--- src/rtl/mem_port_arbiter.sv ---
// Purpose: shares the single memory port between icache loads and dcache loads/stores, tracks tag ownership, routes returns.
// Latency: grant, command forwarding and accept-tag return are combinational; the owner table updates at the next clock edge.
// Backpressure: a rejected command (accept tag 0) is re-presented by its requester; arbitration state only advances on acceptance.
module mem_port_arbiter #(
  parameter int  NUM_TAGS     = 16,
  parameter int  STARVE_LIMIT = 4,
  // STARVE_LIMIT must be representable: STARVE_LIMIT < 2**CNT_WIDTH
  parameter int  CNT_WIDTH    = 3,
  localparam int TAG_W        = $clog2(NUM_TAGS)
) (
  input  logic             clock,
  input  logic             reset,
  input  logic [1:0]       proc2Imem_command,
  input  logic [31:0]      proc2Imem_addr,
  input  logic [1:0]       proc2Dmem_command,
  input  logic [31:0]      proc2Dmem_addr,
  input  logic [63:0]      proc2Dmem_data,
  input  logic [TAG_W-1:0] mem2proc_transaction_tag,
  input  logic [63:0]      mem2proc_data,
  input  logic [TAG_W-1:0] mem2proc_data_tag,
  output logic [1:0]       proc2mem_command,
  output logic [31:0]      proc2mem_addr,
  output logic [63:0]      proc2mem_data,
  output logic [TAG_W-1:0] Imem2proc_transaction_tag,
  output logic [63:0]      Imem2proc_data,
  output logic [TAG_W-1:0] Imem2proc_data_tag,
  output logic [TAG_W-1:0] Dmem2proc_transaction_tag,
  output logic [63:0]      Dmem2proc_data,
  output logic [TAG_W-1:0] Dmem2proc_data_tag,
  output logic             stale_tag_err
);

  localparam logic [1:0] MEM_NONE  = 2'd0;
  localparam logic [1:0] MEM_LOAD  = 2'd1;
  localparam logic [1:0] MEM_STORE = 2'd2;

  typedef enum logic {
    REQ_ICACHE = 1'b0,
    REQ_DCACHE = 1'b1
  } req_e;

  typedef struct packed {
    logic vld;
    req_e owner;
  } owner_t;

  // Arbitration state
  owner_t               owner_tbl [NUM_TAGS];
  req_e                 rr_ptr;        // load requester that wins the next load-vs-load tie
  logic [CNT_WIDTH-1:0] starve_cnt;    // consecutive accepted stores while a load waited
  logic                 stale_err_q;

  // Request decode
  logic i_load_req;
  logic d_load_req;
  logic d_store_req;
  logic load_pending;
  logic starving;

  // Grant and acceptance
  logic gnt_vld;
  req_e gnt_req;
  logic gnt_store;
  logic gnt_load;
  logic tag_accepted;
  logic load_acc;
  logic store_acc;

  // Return path
  owner_t ret_entry;
  logic   ret_vld;
  logic   ret_hit;
  logic   ret_stale;
  logic   alloc_clash;

  assign i_load_req   = (proc2Imem_command == MEM_LOAD);
  assign d_load_req   = (proc2Dmem_command == MEM_LOAD);
  assign d_store_req  = (proc2Dmem_command == MEM_STORE);
  assign load_pending = i_load_req | d_load_req;
  assign starving     = (starve_cnt == CNT_WIDTH'(STARVE_LIMIT));

  // Pick the requester: stores first unless a load has starved, then round-robin between loads
  always_comb begin
    gnt_vld = 1'b0;
    gnt_req = REQ_ICACHE;
    if (d_store_req && !(starving && i_load_req)) begin
      gnt_vld = 1'b1;
      gnt_req = REQ_DCACHE;
    end else if (i_load_req && d_load_req) begin
      gnt_vld = 1'b1;
      gnt_req = rr_ptr;
    end else if (i_load_req) begin
      gnt_vld = 1'b1;
      gnt_req = REQ_ICACHE;
    end else if (d_load_req) begin
      gnt_vld = 1'b1;
      gnt_req = REQ_DCACHE;
    end
  end

  assign gnt_store    = gnt_vld && (gnt_req == REQ_DCACHE) && d_store_req;
  assign gnt_load     = gnt_vld && !gnt_store;
  assign tag_accepted = (mem2proc_transaction_tag != '0);
  assign load_acc     = gnt_load && tag_accepted;
  assign store_acc    = gnt_store && tag_accepted;

  // Return lookup; an entry freed by this cycle's return may be legally reallocated in the same cycle
  assign ret_entry   = owner_tbl[mem2proc_data_tag];
  assign ret_vld     = (mem2proc_data_tag != '0);
  assign ret_hit     = ret_vld && ret_entry.vld;
  assign ret_stale   = ret_vld && !ret_entry.vld;
  assign alloc_clash = load_acc && owner_tbl[mem2proc_transaction_tag].vld &&
                       !(ret_hit && (mem2proc_data_tag == mem2proc_transaction_tag));

  // Drive the memory port and accept tags from the granted requester; everything is quiet during reset
  always_comb begin
    proc2mem_command          = MEM_NONE;
    proc2mem_addr             = '0;
    proc2mem_data             = '0;
    Imem2proc_transaction_tag = '0;
    Dmem2proc_transaction_tag = '0;
    if (reset && gnt_vld) begin
      if (gnt_req == REQ_DCACHE) begin
        proc2mem_command          = proc2Dmem_command;
        proc2mem_addr             = proc2Dmem_addr;
        proc2mem_data             = proc2Dmem_data;
        Dmem2proc_transaction_tag = mem2proc_transaction_tag;
      end else begin
        proc2mem_command          = proc2Imem_command;
        proc2mem_addr             = proc2Imem_addr;
        Imem2proc_transaction_tag = mem2proc_transaction_tag;
      end
    end
  end

  // Steer a returning block to the recorded owner only
  always_comb begin
    Imem2proc_data     = '0;
    Imem2proc_data_tag = '0;
    Dmem2proc_data     = '0;
    Dmem2proc_data_tag = '0;
    if (reset && ret_hit) begin
      if (ret_entry.owner == REQ_DCACHE) begin
        Dmem2proc_data     = mem2proc_data;
        Dmem2proc_data_tag = mem2proc_data_tag;
      end else begin
        Imem2proc_data     = mem2proc_data;
        Imem2proc_data_tag = mem2proc_data_tag;
      end
    end
  end

  // Owner table: a return clears its entry, an accepted load claims one; allocation wins on a same-tag collision
  always_ff @(posedge clock or negedge reset) begin
    if (!reset) begin
      for (int i = 0; i < NUM_TAGS; i++) begin
        owner_tbl[i] <= '0;
      end
    end else begin
      for (int i = 0; i < NUM_TAGS; i++) begin
        if (load_acc && (mem2proc_transaction_tag == TAG_W'(i))) begin
          owner_tbl[i] <= '{vld: 1'b1, owner: gnt_req};
        end else if (ret_hit && (mem2proc_data_tag == TAG_W'(i))) begin
          owner_tbl[i].vld <= 1'b0;
        end
      end
    end
  end

  // Round-robin pointer hands the next tie to the load requester that was not just served
  always_ff @(posedge clock or negedge reset) begin
    if (!reset) begin
      rr_ptr <= REQ_ICACHE;
    end else if (load_acc) begin
      rr_ptr <= (gnt_req == REQ_ICACHE) ? REQ_DCACHE : REQ_ICACHE;
    end
  end

  // Starvation counter: counts stores accepted over a waiting load, cleared by any load acceptance or no load waiting
  always_ff @(posedge clock or negedge reset) begin
    if (!reset) begin
      starve_cnt <= '0;
    end else if (load_acc || !load_pending) begin
      starve_cnt <= '0;
    end else if (store_acc) begin
      starve_cnt <= starve_cnt + CNT_WIDTH'(1);
    end
  end

  // Sticky protocol error: return of an unowned tag, or allocation over a live tag
  always_ff @(posedge clock or negedge reset) begin
    if (!reset) begin
      stale_err_q <= 1'b0;
    end else if (ret_stale || alloc_clash) begin
      stale_err_q <= 1'b1;
    end
  end

  assign stale_tag_err = stale_err_q;

endmodule

--- config.mk ---
export PLATFORM = sky130hd
export DESIGN_NAME = mem_port_arbiter
export DESIGN_NICKNAME = d
export VERILOG_FILES = /design/src/rtl/mem_port_arbiter.sv
export SDC_FILE = /design/constraint.sdc
export NUM_CORES = 1
export LEC_CHECK = 0
export BUFFER_PORTS_ARGS = -buffer_cell sky130_fd_sc_hd__buf_2
export CORE_AREA = 2 2 172 174
export CTS_CLUSTER_SIZE = 16
export DETAILED_ROUTE_END_ITERATION = 7
export DIE_AREA = 0 0 174 176
export GPL_TIMING_DRIVEN = 0
export PLACE_DENSITY = 0.5
export SLEW_MARGIN = 20
export SYNTH_ARGS = -nofsm -noshare
export SYNTH_HDL_FRONTEND = slang
export SYNTH_SLANG_ARGS = --single-unit
--- constraint.sdc ---
create_clock -name clock -period 2 [get_ports clock]
set_clock_uncertainty 0.05 [all_clocks]
set_input_delay 0.2 -clock clock [delete_from_list [all_inputs] [get_ports clock]]
set_output_delay 0.2 -clock clock [all_outputs]
set_load 0.005 [all_outputs]
Yosys cells after proc, flatten, opt, wreduce, memory -nomap -nowiden
Cells that the tools add are included.
{"block": "word_totals", "regBits": 37, "inputBits": 206, "output_inout_bits": 243, "elab_cells": 217}
{"block": "classes", "n_addsub": 1, "n_lt_le_gt_ge": 2, "eq_ne": 35, "mux": 66, "bitwise": 3, "n_reduce_logical": 75}
{"op": "two-way mux 64 bit", "count": 6}
{"op": "equality test 4 bit (second input constant)", "count": 16}
{"op": "two-way mux 32 bit", "count": 2}
{"op": "logical AND 1 bit", "count": 47}
{"op": "two-way mux 1 bit", "count": 40}
{"op": "nonzero test 2 bit", "count": 17}
{"op": "equality test 4 x 3 -> 1 bit (second input constant)", "count": 8}
{"op": "two-way mux 4 bit", "count": 8}
{"op": "binary-select mux 2 bit (select 4 bit)", "count": 2}
{"op": "equality test 4 x 2 -> 1 bit (second input constant)", "count": 4}
{"op": "two-way mux 2 bit", "count": 6}
{"op": ">= comparator 5 bit (second input constant)", "count": 2}
{"op": "inverter 4 -> 5 bit", "count": 2}
{"op": "equality test 4 x 1 -> 1 bit (second input constant)", "count": 2}
{"op": "logical NOT 4 bit", "count": 2}
{"op": "nonzero test 4 bit", "count": 2}
{"op": "two-way mux 3 bit", "count": 2}
{"op": "logical NOT 1 bit", "count": 5}
{"op": "equality test 2 x 1 -> 1 bit (second input constant)", "count": 2}
{"op": "equality test 4 bit", "count": 1}
{"op": "adder 3 x 1 -> 3 bit (second input constant)", "count": 1}
{"op": "equality test 3 bit (second input constant)", "count": 1}
{"op": "equality test 2 bit (second input constant)", "count": 1}
{"op": "logical OR 1 bit", "count": 2}
{"op": "OR 1 bit", "count": 1}

Logic depth before layout (Yosys ltp)
Gate-level depths: netlist (run 1).
{"block": "depth", "depth_word": 13, "mapped_depth": 8, "mapped_depth_nobuf": 6}

Least setup slack after synthesis (run 1)
No wires, ideal clock.
{"block": "synth_path", "path_type": "input to output", "startpoint": "input mem2proc_data_tag[0]", "endpoint": "output Imem2proc_data[33]", "arrival_time_ns": 1.886, "t_required_ns": 1.750, "setup_slack_ns": -0.136, "cell_stages": 7, "n_path_buf": 3, "cell_sequence": "buf_6 -> mux4_2 -> a22oi_1 -> nand3_1 -> buf_4 -> clkbuf_1 -> a211oi_2"}
{"block": "synth_between", "elab_chain_cells": 7, "elab_cells_between_ends": 9}
{"element": "from (decl)", "line": "20", "text": "input logic [TAG_W-1:0] mem2proc_data_tag,"}
{"element": "inverter 4 -> 5 bit (not written as such)", "line": "108", "text": "assign ret_entry = owner_tbl[mem2proc_data_tag];"}
{"element": "binary-select mux 2 bit (select 4 bit)", "line": "108"}
{"element": "two-way mux 2 bit (not written as such) (2 in a row)", "line": "108"}
{"element": "logical AND 1 bit", "line": "110", "text": "assign ret_hit = ret_vld && ret_entry.vld;"}
{"element": "logical AND 1 bit", "line": "142", "text": "if (reset && ret_hit) begin"}
{"element": "two-way mux 64 bit *", "line": "142"}
{"element": "to (decl)", "line": "25", "text": "output logic [63:0] Imem2proc_data,"}
Mark *: on every way between the ends. The rest lies on a longest branch, timed or not. The select of a mux whose other input is x is not followed.

Final worst setup path (run 1)
{"block": "layout_path", "startpoint": "register owner_tbl[17] (netlist bit)", "endpoint": "output Imem2proc_data[26]"}
{"block": "layout_between", "elab_chain_cells": 6}
{"element": "from (decl)", "line": "48", "text": "owner_t owner_tbl [NUM_TAGS];"}
{"element": "from (signal, indexed assignment)", "line": "162", "text": "owner_tbl[i] <= '{vld: 1'b1, owner: gnt_req};"}
{"element": "binary-select mux 2 bit (select 4 bit)", "line": "108"}
{"element": "two-way mux 2 bit (not written as such) (2 in a row)", "line": "108"}
{"element": "logical AND 1 bit", "line": "110"}
{"element": "logical AND 1 bit", "line": "142"}
{"element": "two-way mux 64 bit", "line": "142"}
Every way passes these cells. The select of a mux whose other input is x is not followed.

==> results of run 1 <==
[cells in the mapped netlist, types with 3 or more instances]
cell,n,area [sq um]
a21oi_1,38,190
nor2b_1,6,37.5
mux4_2,10,225
nand2b_1,8,50.1
and2_1,66,413
o31ai_1,3,22.5
a211oi_1,8,60.1
or3_1,3,18.8
clkbuf_1,35,131
nor4_1,4,25.0
nand3_1,10,50.1
xnor2_1,4,35.0
inv_1,71,267
o21ai_0,10,50.1
mux2i_1,6,60.1
mux2_2,17,191
nand3b_1,3,22.5
a211oi_2,120,1500
buf_1,3,11.3
dfrtp_1,37,926
buf_6,14,158
nor2_1,14,52.6
nor3b_1,6,45.0
buf_4,3,22.5
nand4_1,5,31.3
buf_2,21,105
a21o_1,4,30.0
nand2_1,94,353
nor3_1,11,55.1
[state kept, by name (all words and copies together) (netlist names)]
| signal | flops |
|---|---|
| rr_ptr | 1 |
| owner_tbl | 32 |
| stale_tag_err | 1 |
| starve_cnt | 3 |
[routing by layer]
metal	share of wire	track usage
met5	0	0
met1	0.41	0.215
met3	0.065	0.0282
met4	0.013	0.0354
met2	0.51	0.300
[power by group through the flow]
stage               sequential, uW  clock, uW  combinational, uW
floorplan                      944          0               1240
global placement               970          0               1990
finish                         966        743               2820
CTS                            963        769               2520
global route                   983        798               3000
detailed placement             974          0               2000
[cell type report]
cell class / instances / area [sq um]
fillers: 2929 / 18000
multi-input cells: 471 / 4650
repair buffers: 497 / 3320
flip-flops and latches: 37 / 926
plain buffers: 74 / 811
well taps: 384 / 480
inverters: 71 / 267
clock buffers: 6 / 129
clock inverters: 2 / 10.0
[cell families after synthesis]
group           Yosys count  share of synthesized area
mux                      33                     0.0896
fa+ha+maj                 2                    0.00470
buf+inv                 147                      0.130
simple gates            236                      0.226
flops                    37                      0.174
xor+xnor                  4                    0.00658
compound gates          196                      0.369
[path summary, 6_finish.rpt]
kind,to,slack (ps),cells after the start
worst max-delay path,Imem2proc_data[26],-690,7
worst min-delay path,owner_tbl[22]$_DFFE_PN0P_,-140,1
worst max register to register,owner_tbl[18]$_DFFE_PN0P_,-70,7
worst min register to register,owner_tbl[30]$_DFFE_PN0P_,410,1
max in group asynchronous,starve_cnt[2]$_DFFE_PN0P_,1670,1
min in group clock,owner_tbl[29]$_DFFE_PN0P_,300,4
[repair_timing]
item | 4_1_cts | 5_1_grt
buffers inserted | 24 | 12
resized for setup | 254 | 191
gates cloned | 14 | 6
hold endpoints to repair | 37 | 37
pin swaps | 116 | 111
endpoints found under the setup margin | 256 | 259
[stage by stage]
stage                     worst slack (ps)  hold WS [ps]  total power, uW  std cells
final                                 -691          -139             4530       1542
after global routing                  -730         -95.8             4780       1542
after CTS                             -686          -121             4250       1528
after detailed placement              -735           347             2980       1484
after global placement                -768           340             2960       1484
after floorplan                      -46.5          -146             2180        655
[critical path: cells and delay by family (launching register included)]
kind | cells | cell delay, ps
compound gates | 1 | 290
buf+inv | 3 | 480
flops | 1 | 380
mux | 2 | 610
simple gates | 1 | 400
==> results.yml, run 1 <==
worst_hold_path:
  holdCritPathClass: "in -> async"
synth:
  syn_nets: 863
  syn_inst: 655
  synth_warnings: 0
  ys_seq_elements: 37
  synthFlopType: "dfrtp_1"
  synthArstFlopShare: 1.00
  synth.cell_area_sq_um: 5320
  yosysSeqAreaShare: 0.174
  synth_edf_count: 0
  syn_avg_cell_area_sq_um: 8.13
  synth_cell_types: 44
critical_path:
  end_kind: "output pin"
  criticalPathCategory: "reg -> out"
  crit_start: "owner_tbl[17]$_DFFE_PN0P_"
  r2r_start: "starve_cnt[0]$_DFFE_PN0P_"
  start_kind: "register"
  critPathMaxFanout: 6
  cp_data_arrival_time_ps: 2440
  path_cells: "mux2i_2, mux4_2, or3_4, buf_12, buf_12, a211oi_4, buf_2"
  cpMostUsedCell: "buf_12"
  critPathRequiredTime_ps: 1750
  max_stage_delay_ps: 500
  cp_slowest_cell: "mux4_2"
die:
  die_h_microns: 176
  initial_core_util: 0.186
  io_pins: 449
  die_area_sq_um: 30600
  core_area_sq_um: 28500
  die_x_microns: 174
  row_count: 62
clock_network:
  ctsHtreeMaxLevel: 2
  cts_buffers: 5
  clockRootBuffer: "clkbuf_16"
  cts.reportedPaths.clkPinSlew_ps: 60
  worstSkewPairLatency_ps: 280
  cts_tree: "built"
  cts_buffer_depth: 2
  cts.sinks: 37
global_route:
  grt_pass1_vias: 7031
  track_usage: 0.169
  grt_pass1_wl_microns: 40900
  grt_max_degree: 42
  overflow: 0
  antenna_found_initial: 0
route:
  avgViaCountPerCell: 4.55
  routed_wl_microns: 28800
  detail-route-antenna-nets: 0
  firstDrtPassIters: 6
  vias: 7014
  drc: 0
  wl_per_cell_microns: 18.7
  drtIter0Drc: 366
layout:
  final_common_cell: "buf_2"
  fin_area_sq_um: 10600
  areaGrowthSynthToFinish_pct: 99.0
  final_cell_mix: "393 x buf_2, 110 x a211oi_2, 92 x buf_6, 69 x inv_1, 63 x and2_4"
  final_util: 0.371
  n_antenna_cell: 0
  finalNetCount: 1365
  drive_above_1_share: 0.780
power_and_ir_drop:
  ir_drop_mv: 0.320
  p_comb_frac: 0.623
  cellLeakagePower_uw: 0.00521
  p_sw_uw: 1860
  p_sw_frac: 0.410
  power-per-cell-area_nw_per_um2: 428
  power_frac_clock: 0.164
  pwr-share-seq: 0.213
  p_int_uw: 2680
sta:
  period_share: 1.35
  final_hold_viol_count: 37
  layout_setup_ws_ps: -691
  fin_setup_tns_ps: -107480
  tightest_slew_ps: 697
  rsz0062_at_grt: "yes"
  hold_ws_ps: -139
  period_needed_ps: 2690
  fmax_ghz: 0.372
  drv_slew: 0
  slew_headroom: 0.535
  final-setup-viol-count: 242
flow_run:
  maxCapViolations: 0
placement:
  portBuffers: 445
  gp_congestion: 0.872
  hpwl_microns: 22000
  place_area_sq_um: 8130
outcome:
  status: "finished with violations"
  violations: "hold timing, setup timing"
(Power assumes the default switching activity.)
==> inputs of run 2 (changes only) <==
- BUFFER_PORTS_ARGS: -buffer_cell sky130_fd_sc_hd__buf_2 -> -buffer_cell sky130_fd_sc_hd__buf_4
- MAX_ROUTING_LAYER: not set -> met4
==> results.yml, run 2 (same netlist as run 1, synthesis figures left out) <==
global_route:
  overflow: 0
  grt_max_degree: 42
  antenna_found_initial: 1
  grt_pass1_vias: 7057
  track_usage: 0.180
  grt_pass1_wl_microns: 41900
route:
  detail-route-antenna-nets: 0
  routed_wl_microns: 29600
  firstDrtPassIters: 5
  drc: 0
  avgViaCountPerCell: 4.51
  vias: 7003
  wl_per_cell_microns: 19.1
  drtIter0Drc: 291
sta:
  final-setup-viol-count: 249
  rsz0062_at_grt: "yes"
  period_needed_ps: 2660
  final_hold_viol_count: 0
  layout_setup_ws_ps: -663
  fmax_ghz: 0.376
  period_share: 1.33
  tightest_slew_ps: 745
  drv_slew: 0
  slew_headroom: 0.503
layout:
  fin_cells: 1553
  largest_register_ffs: 32
  finalNetCount: 1375
  top_regs: "owner_tbl (32), starve_cnt (3)"
  areaGrowthSynthToFinish_pct: 120
  final_cell_mix: "404 x buf_4, 106 x a211oi_2, 100 x buf_6, 70 x inv_1, 64 x and2_4"
  final_common_cell: "buf_4"
  multi_input_area_sq_um: 4680
  final_util: 0.410
  seq_area_sq_um: 926
  drive_above_1_share: 0.776
  fillers: 2837
  largest_register: "owner_tbl"
clock_network:
  cts_buffers: 5
  cts_tree: "built"
  clockRootBuffer: "clkbuf_16"
  ctsHtreeMaxLevel: 2
  worstSkewPairLatency_ps: 280
  cts.reportedPaths.clkPinSlew_ps: 60
  cts_buffer_depth: 2
  cts.sinks: 37
die:
  core_area_sq_um: 28500
  die_h_microns: 176
  die_x_microns: 174
  row_count: 62
  die_area_sq_um: 30600
  initial_core_util: 0.186
  io_pins: 449
critical_path:
  end_kind: "output pin"
  critPathMaxFanout: 10
  critPathRequiredTime_ps: 1750
  cp_data_arrival_time_ps: 2410
  criticalPathCategory: "reg -> out"
  start_kind: "register"
placement:
  gp_congestion: 0.882
  placed_cells: 1484
  hpwl_microns: 23100
  portBuffers: 445
worst_hold_path:
  holdCritPathClass: "in -> reg"
outcome:
  status: "finished with violations"
  violations: "setup timing"
power_and_ir_drop:
  ir_drop_mv: 0.285
  power-per-cell-area_nw_per_um2: 431
  cellLeakagePower_uw: 0.00541
flow_run:
  maxCapViolations: 0
==> run 2: cell count changes in the layout (fill, tap and decap cells not counted), sizes merged <==
cell,before,now
buf,540,549
clkbuf,37,38
clkinv,2,1
diode,0,1
dlygate4sd3,0,1
==> run 2: stage by stage <==
stage	power (uW)	worst slack (ps)	hold slack (ps)	TNS [ps]	cell area, sq um
2_1_floorplan	2180	-46.5	-146	-5340	5420
3_3_place_gp	3220	-641	171	-116290	9240
3_5_place_dp	3230	-675	164	-125320	9240
4_1_cts	4680	-647	-127	-111880	10900
5_1_grt	5300	-667	291	-123710	11700
6_report	5040	-663	282	-107430	11700
==> run 2: final timing paths <==
kind,start,endpoint,slack (ps),depth (start not counted)
hold / removal,mem2proc_data_tag[3],owner_tbl[25]$_DFFE_PN0P_,280,4
min in group asynchronous,reset,owner_tbl[2]$_DFFE_PN0P_,510,3
setup reg to reg,starve_cnt[1]$_DFFE_PN0P_,owner_tbl[14]$_DFFE_PN0P_,-100,10
max in group asynchronous,reset,owner_tbl[24]$_DFFE_PN0P_,1200,3
hold reg to reg,owner_tbl[30]$_DFFE_PN0P_,owner_tbl[30]$_DFFE_PN0P_,410,1
setup / recovery,owner_tbl[19]$_DFFE_PN0P_,Imem2proc_data[26],-660,7
==> run 2: layer usage <==
| metal | up-vias | wire length [microns] | global-route usage |
|---|---|---|---|
| met5 | - | 0 | - |
| met4 | 0 | 442 | 0.0287 |
| met3 | 25 | 1640 | 0.0213 |
| met2 | 300 | 15200 | 0.315 |
| met1 | 3364 | 12300 | 0.227 |
| li1 | 3314 | - | - |
==> run 2: area by class of cell <==
| class | count | share of cell area |
|---|---|---|
| diodes | 1 | 0.000214 |
| flip-flops and latches | 37 | 0.0792 |
| well taps | 384 | 0.0411 |
| multi-input cells | 471 | 0.400 |
| repair buffers | 507 | 0.369 |
| clock buffers | 7 | 0.0131 |
| plain buffers | 74 | 0.0744 |
| inverters | 71 | 0.0228 |
| clock inverters | 1 | 0.000428 |
==> run 2: repair_timing <==
action,4_1_cts,5_1_grt
gates cloned,12,3
hold endpoints to repair,37,37
resized for setup,288,170
setup endpoints to repair,256,265
buffers inserted,30,19
pin swaps,116,68
==> run 2: where the power goes <==
group	internal (uW)	switching (uW)	leakage (uW)
clock	527	296	0.0000799
sequential	882	81.4	0.000475
combinational	1690	1560	0.00486
total	3100	1940	0.00541
==> run 2: critical path, cell delays in order (launching register included) <==
cell and delay [ps]:
dfrtp_1 370, mux2i_2 110, mux4_2 500, or3_4 370, buf_12 170, buf_12 150
a211oi_4 290, buf_4 170
